--- src/rtl/memguard_queue_bank.sv ---
// Per-requestor FIFO bank for the MemGuard scheduler: one FIFO per queue, an
// empty vector for the scheduler, and a granted head moved into one output register.
module memguard_queue_bank #(
  parameter int NUMBER_OF_QUEUES = 4,
  parameter int QUEUE_DEPTH      = 8,
  parameter int DATA_WIDTH       = 64,
  localparam int SEL_W = (NUMBER_OF_QUEUES > 1) ? $clog2(NUMBER_OF_QUEUES) : 1
) (
  input  logic                                         clock,
  input  logic                                         reset,
  input  logic [NUMBER_OF_QUEUES-1:0][DATA_WIDTH-1:0]  in_data,
  input  logic [NUMBER_OF_QUEUES-1:0]                  in_valid,
  output logic [NUMBER_OF_QUEUES-1:0]                  in_ready,
  output logic [NUMBER_OF_QUEUES-1:0]                  empty,
  input  logic                                         grant_valid,
  input  logic [SEL_W-1:0]                             grant_selection,
  output logic [DATA_WIDTH-1:0]                        out_data,
  output logic [SEL_W-1:0]                             out_id,
  output logic                                         out_valid,
  input  logic                                         out_ready,
  output logic                                         grant_error
);

  localparam int PTR_W = $clog2(QUEUE_DEPTH);
  localparam int CNT_W = PTR_W + 1;

  logic [DATA_WIDTH-1:0] storage [NUMBER_OF_QUEUES][QUEUE_DEPTH];
  logic [PTR_W-1:0]      rd_ptr  [NUMBER_OF_QUEUES];
  logic [PTR_W-1:0]      wr_ptr  [NUMBER_OF_QUEUES];
  logic [CNT_W-1:0]      count   [NUMBER_OF_QUEUES];

  logic [NUMBER_OF_QUEUES-1:0] push;
  logic [NUMBER_OF_QUEUES-1:0] pop;
  logic                        sel_nonempty;
  logic                        out_free;
  logic                        grant_accept;
  logic [DATA_WIDTH-1:0]       head_data;

  // Status comes from registered counts only; an out-of-range selection never
  // matches a queue and so behaves like a grant to an empty queue.
  always_comb begin
    in_ready     = '0;
    empty        = '0;
    push         = '0;
    sel_nonempty = 1'b0;
    head_data    = '0;
    for (int i = 0; i < NUMBER_OF_QUEUES; i++) begin
      in_ready[i] = (count[i] != CNT_W'(QUEUE_DEPTH));
      empty[i]    = (count[i] == '0);
      push[i]     = in_valid[i] && (count[i] != CNT_W'(QUEUE_DEPTH));
      if ((grant_selection == SEL_W'(i)) && (count[i] != '0)) begin
        sel_nonempty = 1'b1;
        head_data    = storage[i][rd_ptr[i]];
      end
    end
  end

  assign out_free     = !out_valid || out_ready;
  assign grant_accept = grant_valid && sel_nonempty && out_free;

  always_comb begin
    pop = '0;
    for (int i = 0; i < NUMBER_OF_QUEUES; i++) begin
      pop[i] = grant_accept && (grant_selection == SEL_W'(i));
    end
  end

  always_ff @(posedge clock) begin
    for (int i = 0; i < NUMBER_OF_QUEUES; i++) begin
      if (push[i]) begin
        storage[i][wr_ptr[i]] <= in_data[i];
      end
    end
  end

  // Pointers wrap naturally; a same-cycle push and pop leaves the count alone.
  always_ff @(posedge clock) begin
    if (reset) begin
      for (int i = 0; i < NUMBER_OF_QUEUES; i++) begin
        rd_ptr[i] <= '0;
        wr_ptr[i] <= '0;
        count[i]  <= '0;
      end
      out_valid   <= 1'b0;
      out_data    <= '0;
      out_id      <= '0;
      grant_error <= 1'b0;
    end else begin
      for (int i = 0; i < NUMBER_OF_QUEUES; i++) begin
        if (push[i]) begin
          wr_ptr[i] <= wr_ptr[i] + PTR_W'(1);
        end
        if (pop[i]) begin
          rd_ptr[i] <= rd_ptr[i] + PTR_W'(1);
        end
        if (push[i] && !pop[i]) begin
          count[i] <= count[i] + CNT_W'(1);
        end else if (!push[i] && pop[i]) begin
          count[i] <= count[i] - CNT_W'(1);
        end
      end
      grant_error <= grant_valid && !sel_nonempty;
      if (grant_accept) begin
        out_valid <= 1'b1;
        out_data  <= head_data;
        out_id    <= grant_selection;
      end else if (out_ready) begin
        out_valid <= 1'b0;
      end
    end
  end

endmodule

--- config.mk ---
export PLATFORM = sky130hd
export DESIGN_NAME = memguard_queue_bank
export DESIGN_NICKNAME = d
export VERILOG_FILES = /design/src/rtl/memguard_queue_bank.sv
export SDC_FILE = /design/constraint.sdc
export NUM_CORES = 2
export LEC_CHECK = 0
export BUFFER_PORTS_ARGS = -buffer_cell sky130_fd_sc_hd__buf_2
export CORE_MARGIN = 4
export CORE_UTILIZATION = 55
export DETAILED_ROUTE_END_ITERATION = 6
export HOLD_SLACK_MARGIN = 0.02
export PLACE_DENSITY_LB_ADDON = 0.15
export REMOVE_ABC_BUFFERS = 1
export SYNTH_ARGS = -nofsm -noshare
export SYNTH_HDL_FRONTEND = slang
export SYNTH_SLANG_ARGS = --single-unit
--- constraint.sdc ---
create_clock -name clock -period 8.2 [get_ports clock]
set_input_delay 0.82 -clock clock [delete_from_list [all_inputs] [get_ports clock]]
set_output_delay 0.82 -clock clock [all_outputs]
set_load 0.05 [all_outputs]
After elaboration in Yosys (flattened, before gate mapping)
Memories as Yosys holds them, arrays and structs flattened.
Cells that the tools add are included.
Widths: inputs -> output; s select.
{"block": "word_totals", "memories": 4, "ram_bits": 2088, "register_bits": 68, "in_bits": 266, "out_inout_bits": 76, "elab_cells": 219}
{"block": "classes", "bitwise_logic": 24, "n_eq_ne": 7, "order_cmp": 12, "n_mux": 104, "addsub": 16, "reduce_logical": 48}
{"memory": "storage", "words": 4, "width": 512, "read_ports": 4, "rd_clocked_by_memory_dff": 0, "wr": 4, "line_no": "27", "text": "logic [DATA_WIDTH-1:0] storage [NUMBER_OF_QUEUES][QUEUE_DEPTH];"}
{"memory": "count", "words": 4, "width": 4, "read_ports": 4, "rd_clocked_by_memory_dff": 0, "wr": 4, "line_no": "30", "text": "logic [CNT_W-1:0] count [NUMBER_OF_QUEUES];"}
{"memory": "rd_ptr", "words": 4, "width": 3, "read_ports": 4, "rd_clocked_by_memory_dff": 0, "wr": 4, "line_no": "28", "text": "logic [PTR_W-1:0] rd_ptr [NUMBER_OF_QUEUES];"}
{"memory": "wr_ptr", "words": 4, "width": 3, "read_ports": 4, "rd_clocked_by_memory_dff": 0, "wr": 4, "line_no": "29", "text": "logic [PTR_W-1:0] wr_ptr [NUMBER_OF_QUEUES];"}
{"cell": "$mux 512", "count": 4}
{"cell": "$mux 64", "count": 16}
{"cell": "$bmux 64 s3", "count": 4}
{"cell": "$demux 64 s3", "count": 4}
{"cell": "$mux 1", "count": 60}
{"cell": "$ge 4x4->1 const B", "count": 8}
{"cell": "$mux 4", "count": 8}
{"cell": "$not 3->4", "count": 8}
{"cell": "$logic_and 1x1->1", "count": 27}
{"cell": "$add 3x1->3 const B", "count": 8}
{"cell": "$mux 3", "count": 8}
{"cell": "$add 4x1->4 const B", "count": 4}
{"cell": "$logic_not 4->1", "count": 4}
{"cell": "$lt 4x1->1 const B", "count": 4}
{"cell": "$ne 4x4->1 const B", "count": 4}
{"cell": "$or 1x1->1", "count": 16}
{"cell": "$reduce_bool 4->1", "count": 4}
{"cell": "$sub 4x1->4 const B", "count": 4}
{"cell": "$logic_not 1->1", "count": 10}
{"cell": "$eq 2x2->1 const B", "count": 2}
{"cell": "$eq 2x1->1 const B", "count": 1}
{"cell": "$logic_not 2->1", "count": 1}
{"cell": "$reduce_bool 2->1", "count": 1}
{"cell": "$logic_or 1x1->1", "count": 1}

Depth between registers and ports, before layout
{"block": "depth", "ltp_word": 16, "ltp_mapped": 16, "mapped_depth_nobuf": 13}

Least setup slack after synthesis
Ideal clock, no wire load.
{"block": "synth_path", "path_kind": "reg-to-reg", "startpoint": "mem count[0][0] (netlist name)", "endpoint": "mem storage[0][448] (netlist name), enable pin", "path_buffers": 1, "setup_ps": 644, "synth_period_minus_slack_ps": 7905, "t_arrival_ps": 7261, "required_ps": 7556, "stages_incl_launch_ff": 6, "path_slack_ps": 295, "cell_sequence": "edfxtp_1 -> nor3_1 -> nand2_1 -> nand2_1 -> clkbuf_1 -> nor4_1"}
{"element": "start: declaration", "line_no": "30"}
{"element": "end: declaration", "line_no": "27"}

==> results.cfg <==
[timing]
finalCriticalPeriod_ns = 4.43
finClkSkew_ns = 0.0280
hold_viol = 0
worstMarginPinSlew_ns = 1.20
slew_viol_final = 0
finalSetupViolations = 0
setup_tns_ns = 0
rsz0062_at_grt = false
fmax_ghz = 0.226
relSlewSlack_pct = 19.6
hold_ws_ns = 0.265
fin_crit_sh_pct = 54.0

[worst_setup_path]
cp_slowest_cell = a22oi_1
critPathRequiredTime_ns = 8.85
cp.depth = 14
worstSetupPathType = reg -> reg
crit_path_end_kind = flip-flop
startpoint = count[3][0]
r2r_cells = 14
slowest_delay_ns = 0.80
r2r_start = count[3][0]
crit_family = compound AO/OA/AOI/OAI gates
crit_chain = inv_1 > ha_1 > or3b_4 > a22oi_1 > a211oi_1 > buf_4 > nand3_1 > inv_1 > ha_1 > a21o_1 > a21oi_1 > xnor2_1 > or4_1 > a21oi_1
cp-start-kind = flip-flop
worstPathMaxFanout = 14
crit_arrival_ns = 5.08
worst-path-buf-inv = 3

[route]
drtIter0Drc = 5311
via_count = 42100
ant_nets = 0
avgRoutedWirePerCell_microns = 34.2
drt_wl_total_mm = 220
viasPerCell = 6.55
firstDrtPassIters = 6
drc = 0

[power]
power.internal_w = 0.0188
pwr-share-seq_pct = 51.8
max-vdd-ir-drop_mv = 0.210
switchingPower_w = 0.00567
p_sw_share_pct = 23.1
power_leakage_nw = 30.1
combPwrFrac_pct = 8.8
power_density_mw_per_mm2 = 262
clkPwrFrac_pct = 39.3

[min_path]
worstHoldStart = in_data[176]
holdPathStages = 1
min_path_type = in -> reg

[cells_and_area]
layout_common_cells = edfxtp_1, mux4_2, buf_2, clkbuf_16, nand4_1
areaGrowthSynthToFinish_pct = 13.7
fin_nets = 4488
fin_area_sq_mm = 0.0937
fill_cells = 10000
mostFrequentLayoutCell = edfxtp_1
drive_gt1_share_pct = 29.9

[cts]
cts-resized-gates = 0
cts_max_path_buffers = 3
tritoncts = yes
numCtsBuffers = 210
clkLatencyLatePin_ns = 0.82
clk_pin_slew_ns = 0.07
htree_levels = 4
clock-root-buffer = clkbuf_16
cts_setup_buffers = 0
cts_sinks = 2156
ctsHoldBuffers = 0

[synthesis]
ys_warn_count = 0
synth_seq_area_share_pct = 77.7
ys.flop_type = edfxtp_1
synth_edf_count = 2088
ys_ff_latch = 2156
synthesis.area_sq_mm = 0.0824
syn_area_per_cell_sq_um = 21.8
synthCells = 3788
synthArstFlopShare_pct = 0
synth_cell_types = 52

[place]
gp_congestion = 0.855
io_buffers = 341
dp_hpwl_mm = 129
placed_area_sq_mm = 0.0867

[global_route]
grt-ovfl-total = 0
grt_pass1_vias = 41400
grt_pass1_wl_mm = 311
grt_max_degree = 130
antenna_found_initial = 89
track_usage_pct = 28.2

[floorplan]
io_pins = 342
rows = 141
initial_utilization_pct = 55.6
die_x_microns = 395
die_y_microns = 395
die_area_sq_mm = 0.156
coreArea_sq_mm = 0.148

[flow_run]
cap_viol_max_count = 0

[outcome]
status = finished clean
==> per-stage QoR <==
stage               instances  util (%)  setup WS [ns]  power (W)
floorplan                3553         -          0.288     0.0142
global placement         5993      58.4           3.78     0.0151
detailed placement       5993      58.4           3.61     0.0151
CTS                      6388      63.1           3.81     0.0247
global route             6394      63.1           3.45     0.0253
finish                   6427      63.2           3.77     0.0245
==> area by class of cell <==
cell class	count	area (sq um)	share of cell area, %
clock buffers	283	5820	6.21
well taps	2002	2500	2.67
inverters	39	146	0.156
flip-flops and latches	2156	64100	68.4
repair buffers	438	2500	2.67
clock inverters	112	1130	1.21
diodes	39	97.6	0.104
multi-input cells	1358	17500	18.6
==> registers in the layout, summed over array words and instances, names as in the netlist <==
signal,cells
count,16
grant_error,1
out_data,64
out_id,2
out_valid,1
rd_ptr,12
storage,2048
wr_ptr,12
==> routing by layer <==
| layer | share of wire, % | track usage [%] |
|---|---|---|
| met1 | 38 | 39.5 |
| met2 | 48 | 44.0 |
| met3 | 9.9 | 6.89 |
| met4 | 3.7 | 10.1 |
| met5 | 0.11 | 0 |
==> Yosys cell counts, types with 3 or more instances <==
cell type	instances	share of area, %
nor2b_1	3	0.023
nand2b_1	20	0.15
ha_1	16	0.24
mux2i_1	93	1.1
nor3_1	112	0.68
nor3b_1	6	0.055
buf_4	5	0.046
a2111oi_0	23	0.24
dfxtp_1	68	1.7
a221o_1	37	0.45
buf_1	23	0.10
o22ai_1	27	0.20
o2111ai_1	38	0.40
a211oi_1	28	0.25
a21o_1	4	0.036
buf_2	83	0.50
nor2_1	82	0.37
nand2_1	30	0.14
nor4_1	7	0.053
o21ai_0	27	0.16
nand4_1	98	0.74
buf_6	5	0.068
a21oi_1	14	0.085
xor2_1	8	0.085
or2_2	5	0.038
nand3b_1	5	0.046
and2_1	6	0.046
mux4_2	511	14
clkbuf_1	119	0.54
or4_1	5	0.046
inv_1	38	0.17
edfxtp_1	2088	76
xnor2_1	10	0.11
nand3_1	73	0.44
fa_1	3	0.073
and3_1	47	0.36
==> power by group through the flow <==
stage	combinational [W]	sequential [W]	clock (W)
final	0.00216	0.0127	0.00964
after global routing	0.00227	0.0127	0.0103
after CTS	0.00217	0.0127	0.00978
after detailed placement	0.00217	0.0129	0
after global placement	0.00215	0.0129	0
after floorplan	0.00103	0.0132	0
==> path summary, 6_finish.rpt <==
kind	end	slack (ns)
worst max-delay path	count[2][3]	3.77
worst min-delay path	storage[2][368]	0.27
worst max register to register	count[2][3]	3.77
worst min register to register	out_id[1]	0.45
==> cell families after synthesis <==
kind of cell	count (synthesis)	share of synthesized area, %
xor+xnor	18	0.191
compound gates	210	1.99
mux	604	15.1
flops	2156	77.7
buf+inv	274	1.44
simple gates	507	3.28
fa+ha+maj	19	0.316
==> worst register-to-register path: cells and delay by family (launching register included) <==
kind | cells | cell delay, ns
DFF | 1 | 0.46
AOI/OAI and AO/OA | 5 | 1.69
and+or+nand+nor | 3 | 1.09
xor gates and xnor gates | 1 | 0.10
buffers and inverters | 3 | 0.46
adders and majority gates | 2 | 0.47
Note: power is estimated with default switching activity, not from simulation.
